File: src/rtl/period_meter_pkg.sv
// Shared types and default sizing for the period meter.
package period_meter_pkg;

    typedef enum logic {
        PM_WAIT_EDGE = 1'b0,
        PM_MEASURE   = 1'b1
    } pm_state_e;

    localparam int DEFAULT_COUNT_WIDTH    = 23;
    localparam int DEFAULT_TIMEOUT_CYCLES = 4_000_000;
    localparam int DEFAULT_STABLE_COUNT   = 4;

endpackage

File: src/rtl/sync_edge_detect.sv
// Two-flop synchronizer plus a registered copy; pulses edge_pulse for one cycle
// on either transition of async_in. Reusable for any asynchronous level input.
module sync_edge_detect (
    input  logic clock_in,
    input  logic reset_n,
    input  logic async_in,
    output logic edge_pulse
);

    logic meta;
    logic sync;
    logic last;

    // NOTE: non-blocking assignments so all three flops shift together as a pipeline.
    always_ff @(posedge clock_in or negedge reset_n) begin
        if (!reset_n) begin
            meta <= 1'b0;
            sync <= 1'b0;
            last <= 1'b0;
        end else begin
            meta <= async_in;
            sync <= meta;
            last <= sync;
        end
    end

    assign edge_pulse = sync ^ last;

endmodule

File: src/rtl/period_meter.sv
// Half-period meter for a slow toggling signal, with activity timeout and lock flag.
// Define PERIOD_METER_STABILITY_EN to require STABLE_COUNT equal measurements for lock.
module period_meter
    import period_meter_pkg::*;
#(
    parameter int COUNT_WIDTH    = DEFAULT_COUNT_WIDTH,
    parameter int TIMEOUT_CYCLES = DEFAULT_TIMEOUT_CYCLES,
    parameter int STABLE_COUNT   = DEFAULT_STABLE_COUNT
) (
    input  logic                   clock_in,
    input  logic                   reset_n,
    input  logic                   signal_in,
    input  logic                   clear,
    output logic [COUNT_WIDTH-1:0] half_period,
    output logic                   valid,
    output logic                   locked,
    output logic                   timeout
);

    if (TIMEOUT_CYCLES < 2 || (TIMEOUT_CYCLES >> COUNT_WIDTH) != 0 || STABLE_COUNT < 1)
    begin : g_bad_params
        $error("period_meter: parameter out of range");
    end

    localparam logic [COUNT_WIDTH-1:0] TIMEOUT_LIMIT = COUNT_WIDTH'(TIMEOUT_CYCLES);
    localparam logic [COUNT_WIDTH-1:0] COUNT_ONE     = COUNT_WIDTH'(1);

    pm_state_e              state, state_next;
    logic [COUNT_WIDTH-1:0] count, count_next;
    logic [COUNT_WIDTH-1:0] half_period_next;
    logic                   valid_next, locked_next, timeout_next;
    logic                   edge_pulse;

`ifdef PERIOD_METER_STABILITY_EN
    localparam int                    MATCH_WIDTH  = $clog2(STABLE_COUNT + 1);
    localparam logic [MATCH_WIDTH-1:0] MATCH_TARGET = MATCH_WIDTH'(STABLE_COUNT);
    logic [MATCH_WIDTH-1:0] match_count, match_next;
`endif

    sync_edge_detect u_sync_edge_detect (
        .clock_in   (clock_in),
        .reset_n    (reset_n),
        .async_in   (signal_in),
        .edge_pulse (edge_pulse)
    );

    always_ff @(posedge clock_in or negedge reset_n) begin
        if (!reset_n) begin
            state       <= PM_WAIT_EDGE;
            count       <= '0;
            half_period <= '0;
            valid       <= 1'b0;
            locked      <= 1'b0;
            timeout     <= 1'b0;
        end else begin
            state       <= state_next;
            count       <= count_next;
            half_period <= half_period_next;
            valid       <= valid_next;
            locked      <= locked_next;
            timeout     <= timeout_next;
        end
    end

`ifdef PERIOD_METER_STABILITY_EN
    always_ff @(posedge clock_in or negedge reset_n) begin
        if (!reset_n) match_count <= '0;
        else          match_count <= match_next;
    end
`endif

    always_comb begin
        // NOTE: every output gets a default first, so no path can infer a latch.
        state_next       = state;
        count_next       = count;
        half_period_next = half_period;
        valid_next       = 1'b0;
        locked_next      = locked;
        timeout_next     = timeout;
`ifdef PERIOD_METER_STABILITY_EN
        match_next       = match_count;
`endif
        // Clear outranks any edge or timeout arriving in the same cycle.
        if (clear) begin
            state_next   = PM_WAIT_EDGE;
            count_next   = '0;
            locked_next  = 1'b0;
            timeout_next = 1'b0;
`ifdef PERIOD_METER_STABILITY_EN
            match_next   = '0;
`endif
        end else begin
            unique case (state)
                PM_WAIT_EDGE: begin
                    if (edge_pulse) begin
                        state_next = PM_MEASURE;
                        count_next = COUNT_ONE;
                    end
                end
                PM_MEASURE: begin
                    if (edge_pulse) begin
                        half_period_next = count;
                        valid_next       = 1'b1;
                        count_next       = COUNT_ONE;
`ifdef PERIOD_METER_STABILITY_EN
                        // half_period still holds the previous measurement here.
                        if (match_count != '0 && count == half_period)
                            match_next = (match_count == MATCH_TARGET) ? match_count
                                                                       : match_count + 1'b1;
                        else
                            match_next = MATCH_WIDTH'(1);
                        locked_next = (match_next == MATCH_TARGET);
`else
                        locked_next = 1'b1;
`endif
                    end else if (count == TIMEOUT_LIMIT) begin
                        state_next   = PM_WAIT_EDGE;
                        count_next   = '0;
                        timeout_next = 1'b1;
                        locked_next  = 1'b0;
`ifdef PERIOD_METER_STABILITY_EN
                        match_next   = '0;
`endif
                    end else begin
                        count_next = count + 1'b1;
                    end
                end
            endcase
        end
    end

endmodule

File: config.mk
export PLATFORM = sky130hd
export DESIGN_NAME = period_meter
export DESIGN_NICKNAME = d
export VERILOG_FILES = /design/src/rtl/period_meter_pkg.sv /design/src/rtl/sync_edge_detect.sv /design/src/rtl/period_meter.sv
export SDC_FILE = /design/constraint.sdc
export NUM_CORES = 1
export LEC_CHECK = 0
export ABC_AREA = 1
export BUFFER_PORTS_ARGS = -buffer_cell sky130_fd_sc_hd__buf_2
export CORE_MARGIN = 2
export CORE_UTILIZATION = 58
export CTS_CLUSTER_DIAMETER = 80
export DETAILED_ROUTE_END_ITERATION = 10
export HOLD_SLACK_MARGIN = 0.03
export PLACE_DENSITY = 0.79
export SYNTH_ARGS = -nofsm -noshare
export SYNTH_HDL_FRONTEND = slang
export SYNTH_HIERARCHICAL = 1
export SYNTH_SLANG_ARGS = --single-unit
File: constraint.sdc
create_clock -name clock_in -period 1.6 [get_ports clock_in]
set_input_delay 0.16 -clock clock_in [delete_from_list [all_inputs] [get_ports clock_in]]
set_output_delay 0.16 -clock clock_in [all_outputs]
set_load 0.02 [all_outputs]
==> impl_metrics.py, run 1 <==
metrics = {
    "placed_design": {
        "finalWeightedCongestion": 0.8943,
        "hpwl_mm": 3.603,
        "placed_cell_area_um2": 2884,
        "placed_cells": 397,
        "io_buffer_count": 29,
    },
    "sta": {
        "fmax_mhz": 648.5,
        "period_share_pct": 96.37,
        "setup-tns-final_ps": 0,
        "rsz0062_at_grt": "yes",
        "relSlewSlack_pct": 79.51,
        "timing.final.crit_period_ps": 1542,
        "finClkSkew_ps": 8.450,
        "holdWs_ps": 54.82,
        "tightest_slew_ps": 306.2,
        "finalSetupViolCount": 0,
        "final_hold_viol_count": 0,
        "slew_viol_final": 0,
    },
    "floorplan": {
        "dieArea_um2": 5002,
        "num_rows": 24,
        "die_w_um": 70.73,
        "fp.dieH_um": 70.73,
        "initial_core_util_pct": 59.72,
        "core_um2": 4324,
        "boundaryPins": 30,
    },
    "cells_and_area": {
        "drive_above_1_share_pct": 23.33,
        "fin_util_pct": 70.98,
        "final_common_cell": "nand2_1",
        "diodes": 0,
        "final_cell_mix": "nand2_1 (82), dfrtp_1 (52), inv_1 (30)",
        "stdcell_area_um2": 3069,
        "area_growth_syn_to_layout_pct": 18.85,
        "layout.nets": 365,
        "layout.cells.non_filler": 412,
    },
    "synth": {
        "synthAdderAreaFrac_pct": 0.9690,
        "syn_area_um2": 2582,
        "synth_seq_cells": 53,
        "yosysTopAreaCell": "dfrtp_1",
        "synthTopCellsByArea": "dfrtp_1 (51%), nand2_1 (12%), inv_1 (4.7%)",
        "ys_seq_area_share_pct": 51.36,
        "muxShareOfSynthArea_pct": 0,
        "synth_compound_area_share_pct": 10.37,
        "synth_xor_area_share_pct": 3.391,
        "yosys.cell_types.count": 28,
        "syn_inst": 311,
        "synth_top_area_share_pct": 51.36,
        "avgSynthCellArea_um2": 8.304,
        "synth_top_family_by_area": "simple AND/OR/NAND/NOR gates",
        "syn-num-nets": 317,
        "yosysWarnings": 6,
        "synth_simple_gate_area_share_pct": 26.41,
    },
    "power_and_ir_drop": {
        "power_density_nw_per_um2": 786.0,
        "ir_worst_vdd_mv": 0.6335,
        "p_leak_nw": 1.533,
    },
    "detailed_routing": {
        "ant_nets": 0,
        "viasPerCell": 5.148,
        "drtIter0Drc": 106,
        "dr.pass1.iters": 4,
        "vias": 2121,
        "route.final.wire_length_mm": 5.114,
        "drc": 0,
        "wl_per_cell_um": 12.41,
    },
    "global_route": {
        "grt_pass1_vias": 1886,
        "grt_pass1_wl_mm": 8.556,
        "grt-ovfl-total": 0,
        "antenna_found_initial": 0,
        "grt_max_degree": 54,
        "track_usage_pct": 21.59,
    },
    "worst_setup_path": {
        "timing.critical_path.max_delay_family": "flip-flops",
        "cp.depth": 10,
        "worstReg2RegStart": "count[0]",
        "critPathLaunch": "count[0]",
        "path_cells": "inv_1, ha_1, inv_1, nor2_1, nand2_1, nor2_1, nand3_2, buf_4, a21oi_1, o21ai_0",
        "cp_slowest_cell": "dfrtp_1",
        "worstPathRequired_ps": 1790,
        "crit_type": "register to register",
        "critPathBufInv": 3,
        "r2r_cells": 10,
        "rrSetupSlack_ps": 60,
        "start_kind": "register",
        "worstPathMaxFanout": 3,
        "arrival_ps": 1730,
        "critPathCapture": "locked",
        "reg2reg_to": "locked",
        "slowest_delay_ps": 410,
        "cp-end-kind": "register",
    },
    "cts": {
        "clock_latency_ps": 310,
        "numCtsBuffers": 5,
        "cts.clk_slew.worst_paths_ps": 90,
        "root_buffer": "clkbuf_8",
        "h-tree-depth": 2,
        "clock_sinks": 53,
        "cts_tree": "built",
        "cts_max_path_buffers": 2,
    },
    "outcome": {
        "outcome": "completed",
    },
    "min_path": {
        "hold_path.class": "input port to register",
    },
    "flow_run": {
        "cap_violations": 0,
    },
}
==> layer usage <==
layer / part of all wire (%) / track usage [%] / vias to the layer above
li1: - / - / 1083
met1: 48 / 31.81 / 976
met2: 46 / 31.67 / 57
met3: 5.2 / 4.986 / 5
met4: 1.3 / 7.757 / 0
met5: 0 / 0 / -
==> how the worst min path moves through the flow <==
stage / endpoint / slack, ps / cells past startpoint / startpoint
4_1_cts: timeout / 50 / 2 / clear
6_report: timeout / 50 / 2 / clear
3_3_place_gp: u_sync_edge_detect/sync / 170 / 2 / reset_n
5_1_grt: timeout / 60 / 2 / clear
3_5_place_dp: u_sync_edge_detect/meta / 180 / 2 / reset_n
2_1_floorplan: count[0] / -140 / 0 / reset_n
==> synthesized netlist by cell type <==
cell type  number
nor2_2          2
xnor2_1         1
clkinv_1        2
buf_6           1
ha_1            2
buf_2           2
inv_2           4
nor3_1          2
inv_1          32
dfrtp_1        53
nand3_2         3
inv_4           1
nand2_1        83
o21ai_1        17
nand2_4         3
nand4_1         3
o21ai_2         3
nor2_4          3
o22ai_1         9
clkinv_4        1
nand2_2         2
nor2_1         30
o21ai_0        16
clkbuf_1        4
xor2_1          9
nor3_4          1
nand3_1        18
a21oi_1         4
==> area by class of cell <==
cell class,instances,area [µm²]
sequential,53,1328
fill,343,1255
multi-input combinational,211,1087
timing repair buffer,48,330.3
inverter,40,157.7
clock buffer,7,96.34
tap,52,65.06
clock inverter,1,5.005
==> cell families (layout without fill, tap and decap cells) <==
kind of cell               after synthesis  count (layout)
AOI/OAI and AO/OA                       49              49
xor gates and xnor gates                10              10
adders and majority gates                2               2
buffers and inverters                   47              96
DFF                                     53              53
and+or+nand+nor                        150             150
==> state kept, by name, summed over array words and instances (netlist names) <==
| signal | count |
|---|---|
| u_sync_edge_detect/meta | 1 |
| timeout | 1 |
| state | 1 |
| half_period | 23 |
| count | 23 |
| u_sync_edge_detect/last | 1 |
| u_sync_edge_detect/sync | 1 |
| valid | 1 |
| locked | 1 |
==> worst reg2reg max path: cells and delay by family (launching register included) <==
kind                     cells  cell delay [ps]
flip-flops                   1              410
AND/OR/NAND/NOR              4              390
buffers and inverters        3              290
AO/OA/AOI/OAI                2              200
adder cells (fa/ha/maj)      1              140
==> timing repair <==
action,in CTS,in global routing
hold endpoints to repair,54,0
setup endpoints to repair,0,26
gates resized for setup,0,9
hold buffers,2,0
setup buffers,0,5
==> where the power goes <==
group	switching (mW)	internal, mW	leakage (nW)
sequential	0.0175	1.37	0.725
combinational	0.140	0.0799	0.753
clock	0.418	0.392	0.0542
total	0.575	1.84	1.53
==> through the flow <==
stage               total power [mW]  setup WS, ps
floorplan                      1.510         155.4
global placement               1.606         81.12
detailed placement             1.611         31.39
CTS                            2.414         10.37
global route                   2.501        -24.69
finish                         2.412         58.08
Note: power is estimated with default switching activity, not from simulation.
==> run 2: changes to the inputs <==
CORE_UTILIZATION = 52   (was 58)
PLACE_DENSITY = default   (was 0.79)
PLACE_DENSITY_LB_ADDON = 0.05   (was default)
clock period = 1.3 ns   (was 1.6 ns; I/O delays follow)
==> run 2 against run 1 <==
Net effect: the flow now finishes with violations (negative setup slack); register-to-register slack worse by 290 ps; global-route usage increased by 2.4 points; sequential power increased by 23%; die area up 11%; clock-buffer cell count stayed put; cell area up 18%; critical path type unchanged; critical endpoint is now count[20]; largest cell class unchanged.
==> impl_metrics.py, run 2 (same netlist as run 1, synthesis figures left out) <==
metrics = {
    "sta": {
        "final_hold_viol_count": 0,
        "rsz0062_at_grt": "yes",
        "relSlewSlack_pct": 68.98,
        "tightest_slew_ps": 465.2,
        "finalSetupViolCount": 27,
        "fmax_mhz": 651.7,
        "setup-tns-final_ps": -5648,
        "setup_ws_ps": -234.5,
        "finClkSkew_ps": 2.279,
        "timing.final.crit_period_ps": 1535,
        "slew_viol_final": 0,
        "period_share_pct": 118.0,
    },
    "global_route": {
        "grt_max_degree": 26,
        "grt_pass1_wl_mm": 9.970,
        "grt_pass1_vias": 2226,
        "antenna_found_initial": 0,
        "track_usage_pct": 23.95,
        "grt-ovfl-total": 0,
    },
    "detailed_routing": {
        "route.final.wire_length_mm": 6.114,
        "wl_per_cell_um": 12.82,
        "drc": 0,
        "dr.pass1.iters": 4,
        "ant_nets": 0,
        "drtIter0Drc": 94,
        "viasPerCell": 4.937,
        "vias": 2355,
    },
    "floorplan": {
        "fp.dieH_um": 74.47,
        "die_w_um": 74.47,
        "core_um2": 4755,
        "boundaryPins": 30,
        "initial_core_util_pct": 54.32,
        "num_rows": 25,
        "dieArea_um2": 5546,
    },
    "power_and_ir_drop": {
        "p_leak_nw": 1.812,
        "power_density_nw_per_um2": 846.1,
        "ir_worst_vdd_mv": 0.9170,
    },
    "cts": {
        "clock_sinks": 53,
        "cts_max_path_buffers": 2,
        "cts_tree": "built",
        "h-tree-depth": 2,
        "clock_latency_ps": 300,
        "numCtsBuffers": 5,
        "cts.clk_slew.worst_paths_ps": 90,
        "root_buffer": "clkbuf_8",
    },
    "placed_design": {
        "placed_cell_area_um2": 3228,
        "io_buffer_count": 29,
        "hpwl_mm": 4.299,
        "pre_cts_ws_ps": -265.4,
        "finalWeightedCongestion": 0.8812,
    },
    "worst_setup_path": {
        "crit_type": "register to register",
        "timing.critical_path.max_delay_family": "simple AND/OR/NAND/NOR gates",
        "critPathBufInv": 2,
        "arrival_ps": 1770,
        "worstPathMaxFanout": 5,
        "slowest_delay_ps": 420,
        "cp-end-kind": "register",
        "start_kind": "register",
        "worstPathRequired_ps": 1540,
        "path_cells": "ha_2, nand2_2, nor2_4, nand2_4, nor2_4, nand2_4, clkinv_4, buf_4, a21oi_1, nor2_1",
        "rrSetupSlack_ps": -230,
        "cp_slowest_cell": "dfrtp_1",
    },
    "cells_and_area": {
        "reg_top3": "count (23), half_period (23)",
        "final_cell_mix": "nand2_1 (71), buf_4 (58), dfrtp_1 (53)",
        "fin_util_pct": 76.03,
        "layout.nets": 416,
        "stdcell_area_um2": 3615,
        "area_growth_syn_to_layout_pct": 39.97,
        "diodes": 0,
        "final_common_cell": "nand2_1",
        "drive_above_1_share_pct": 38.05,
    },
    "flow_run": {
        "cap_violations": 0,
    },
    "min_path": {
        "hold_path.class": "input port to register",
    },
    "outcome": {
        "outcome": "finished with violations",
        "violations": "negative setup slack",
    },
}
-- run 2: cell types whose count changed in the layout (fill, tap and decap cells not counted), sizes merged --
cell	change
clkbuf	+1
buf	+49
clkinv	-1
dlygate4sd3	+1
-- run 2: what timing repair did --
| item | in CTS | in global routing |
|---|---|---|
| gates cloned | 0 | 1 |
| pin swaps | 7 | 5 |
| buffers inserted | 14 | 3 |
| hold buffers | 3 | 0 |
| endpoints found under the setup margin | 49 | 49 |
| gates resized for setup | 20 | 34 |
| endpoints found under the hold margin | 17 | 0 |
-- run 2: worst register-to-register path, stage by stage, from the launching register on --
cell      delay [ps]
dfrtp_1          420
ha_2             220
nand2_2           70
nor2_4           130
nand2_4           80
nor2_4           140
nand2_4          100
clkinv_4          80
buf_4            100
a21oi_1           50
nor2_1            90
-- run 2: power breakdown --
part	internal (mW)	switching, mW	total (mW)
Clock	0.424	0.497	0.920
Combinational	0.202	0.233	0.435
Sequential	1.68	0.0227	1.70
Total	2.31	0.752	3.06
-- run 2: area by class of cell --
cell class	count	area, µm²
clock buffers	7	86.33
inverters	40	162.7
well taps	67	83.83
flip-flops and latches	53	1326
fillers	358	1140
multi-input cells	211	1195
repair buffers	99	760.7
-- run 2: stage by stage --
step	power (mW)	hold slack (ps)	instances
finish	3.059	185.7	477
global route	3.198	220.7	477
CTS	3.047	174.3	474
detailed placement	2.030	106.4	452
global placement	2.022	105.2	452
floorplan	1.862	-165.6	311
-- run 2: routing by layer --
metal | global-route usage (%) | wire, µm
met2 | 41.30 | 2899
met3 | 4.607 | 303
met4 | 7.738 | 82
met5 | 0 | 0
met1 | 30.37 | 2829
-- run 2: worst paths after layout --
check                                     endpoint  cells after the start                     from
max reg2reg                              count[20]                     10                 count[0]
max                                      count[20]                     10                 count[0]
max in group asynchronous                 count[7]                      3                  reset_n
min in group asynchronous           half_period[1]                      2                  reset_n
min reg2reg                u_sync_edge_detect/sync                      0  u_sync_edge_detect/meta
min                                          state                      4                    clear
==> run 3: changes to the inputs <==
ABC_AREA = default   (was 1)
==> run 3 against run 2 <==
Net effect: the run still ends with negative setup slack left; worst hold slack got worse by 51 ps; register-to-register slack got worse by 360 ps; clock-buffer cell count unchanged; sequential power about the same; synthesized cell count decreased by 23%; global-route usage increased by 4.2 points; largest power group unchanged; critical path depth decreased by 4; critical endpoint is now count[8]; sequential cell count unchanged.
==> impl_metrics.py, run 3 <==
metrics = {
    "floorplan": {
        "initial_core_util_pct": 54.15,
        "dieArea_um2": 5495,
        "fp.dieH_um": 74.13,
        "boundaryPins": 30,
        "core_um2": 4723,
        "die_w_um": 74.13,
        "num_rows": 25,
    },
    "synth": {
        "yosys.cell_types.count": 46,
        "synth_seq_cells": 53,
        "syn-num-nets": 245,
        "synthFlopType": "dfrtp_1",
        "synthTopCellsByArea": "dfrtp_1 (52%), mux2_2 (7.9%), o21ai_0 (2.7%)",
        "synth_top_area_share_pct": 51.86,
        "avgSynthCellArea_um2": 10.70,
        "yosysWarnings": 6,
        "synth_common_cells": "dfrtp_1 (53), mux2_2 (18), nand2_1 (16)",
        "syn_inst": 239,
        "ys_seq_area_share_pct": 51.86,
        "yosysMostFrequentCell": "dfrtp_1",
        "synth-edff-count": 0,
        "yosysTopAreaCell": "dfrtp_1",
        "syn_area_um2": 2557,
        "synthArstFlopShare_pct": 100.0,
    },
    "sta": {
        "setup_ws_ps": -591.4,
        "tightest_slew_ps": 378.4,
        "finalSetupViolCount": 50,
        "slew_viol_final": 0,
        "finClkSkew_ps": 6.250,
        "rsz0062_at_grt": "yes",
        "timing.final.crit_period_ps": 1891,
        "fmax_mhz": 528.7,
        "period_share_pct": 145.5,
        "final_hold_viol_count": 0,
        "relSlewSlack_pct": 74.46,
    },
    "worst_setup_path": {
        "cp_slowest_cell": "dfrtp_1",
        "worstPathRequired_ps": 1510,
        "path_cells": "buf_6, nor4b_4, nand4b_1, or2_1, and3_1, o31a_1",
        "critPathBufInv": 1,
        "crit_type": "register to register",
        "timing.critical_path.max_delay_family": "simple AND/OR/NAND/NOR gates",
        "start_kind": "register",
        "arrival_ps": 2110,
        "slowest_delay_ps": 450,
        "worstPathMaxFanout": 4,
        "cp-end-kind": "register",
    },
    "detailed_routing": {
        "drc": 0,
        "route.final.wire_length_mm": 8.892,
        "drtIter0Drc": 299,
        "ant_nets": 0,
        "wl_per_cell_um": 21.07,
        "dr.pass1.iters": 5,
        "viasPerCell": 6.100,
        "vias": 2574,
    },
    "global_route": {
        "grt_max_degree": 54,
        "antenna_found_initial": 0,
        "grt-ovfl-total": 0,
        "track_usage_pct": 28.19,
        "grt_pass1_wl_mm": 11.52,
        "grt_pass1_vias": 2370,
    },
    "cells_and_area": {
        "layout.nets": 360,
        "final_cell_mix": "buf_4 (60), dfrtp_1 (49), buf_2 (29)",
        "final_common_cell": "buf_4",
        "num-fill-cells": 219,
        "reg_top3": "count (23), half_period (23)",
        "area_growth_syn_to_layout_pct": 61.25,
        "stdcell_area_um2": 4124,
        "diodes": 0,
        "drive_above_1_share_pct": 61.97,
        "fin_util_pct": 87.31,
    },
    "cts": {
        "root_buffer": "clkbuf_8",
        "cts.clk_slew.worst_paths_ps": 100,
        "numCtsBuffers": 5,
        "clock_latency_ps": 320,
        "cts_tree": "built",
        "cts_max_path_buffers": 2,
        "h-tree-depth": 2,
        "clock_sinks": 53,
    },
    "flow_run": {
        "cap_violations": 0,
    },
    "power_and_ir_drop": {
        "ir_worst_vdd_mv": 0.6309,
        "power_density_nw_per_um2": 826.0,
        "finalPower_mw": 3.406,
        "p_leak_nw": 1.921,
    },
    "placed_design": {
        "io_buffer_count": 29,
        "placed_cell_area_um2": 3261,
        "finalWeightedCongestion": 0.9184,
        "hpwl_mm": 4.720,
    },
    "outcome": {
        "outcome": "finished with violations",
        "violations": "negative setup slack",
    },
    "min_path": {
        "hold_path.class": "input port to register",
    },
}
[run 3: metrics by stage]
stage               TNS, ps  setup WS (ps)  instances  hold slack, ps
finish               -18360         -591.4        422           134.7
global route         -20120         -636.4        422           165.1
CTS                  -14280         -482.3        411           131.1
detailed placement   -15650         -490.1        385           147.1
global placement     -14230         -456.1        385           145.8
floorplan            -12240         -595.4        239          -165.6
[run 3: power by group]
group	leakage [nW]	internal (mW)	switching [mW]
Sequential	0.721	1.68	0.0266
Clock	0.0585	0.629	0.573
Combinational	1.14	0.224	0.277
Total	1.92	2.53	0.877
[run 3: layout make-up]
class                           instances  area (µm²)  area share, %
Multi-Input combinational cell        161        1501          36.41
Sequential cell                        53        1331          32.28
Timing Repair Buffer                  125        1061          25.73
Clock buffer                            7       86.33          2.093
Clock inverter                          1       30.03         0.7282
Tap cell                               67       83.83          2.033
Inverter                                8       30.03         0.7282
[run 3: routing by layer]
metal,track usage (%),up-vias,share of wire [%]
met3,6.233,52,6.6
met4,12.93,0,4.9
met5,0,-,0
li1,-,1101,-
met1,35.99,1276,38
met2,45.93,145,50
[run 3: timing repair]
action / 4_1_cts / 5_1_grt
gates resized for setup: 63 / 65
setup buffers: 16 / 16
hold buffers: 2 / 0
cloned: 2 / 0
setup endpoints to repair: 49 / 49
endpoints found under the hold margin: 54 / 0
pin swaps: 30 / 32
[run 3: path summary, 6_finish.rpt]
kind / cells after the start / endpoint / startpoint / slack (ps)
worst max-delay path: 6 / count[8] / count[14] / -590
worst min-delay path: 3 / locked / clear / 130
worst max register to register: 6 / count[8] / count[14] / -590
worst min register to register: 0 / u_sync_edge_detect/sync / u_sync_edge_detect/meta / 400
max in group asynchronous: 3 / count[8] / reset_n / 720
min in group asynchronous: 3 / half_period[10] / reset_n / 330
[run 3: worst reg2reg max path: cells and delay by family (launching register included)]
family,cells,cell delay [ps]
flops,1,450
simple gates,4,940
buf+inv,1,150
compound gates,1,240
[run 3: cells by family (layout without fill, tap and decap cells)]
family | Yosys count | count (layout) | share of synthesized area, %
compound gates | 40 | 40 | 9.687
xor+xnor | 8 | 8 | 2.740
fa+ha+maj | 2 | 2 | 0.9783
buf+inv | 25 | 141 | 5.528
flops | 53 | 53 | 51.86
mux | 20 | 20 | 8.708
simple gates | 91 | 91 | 20.50
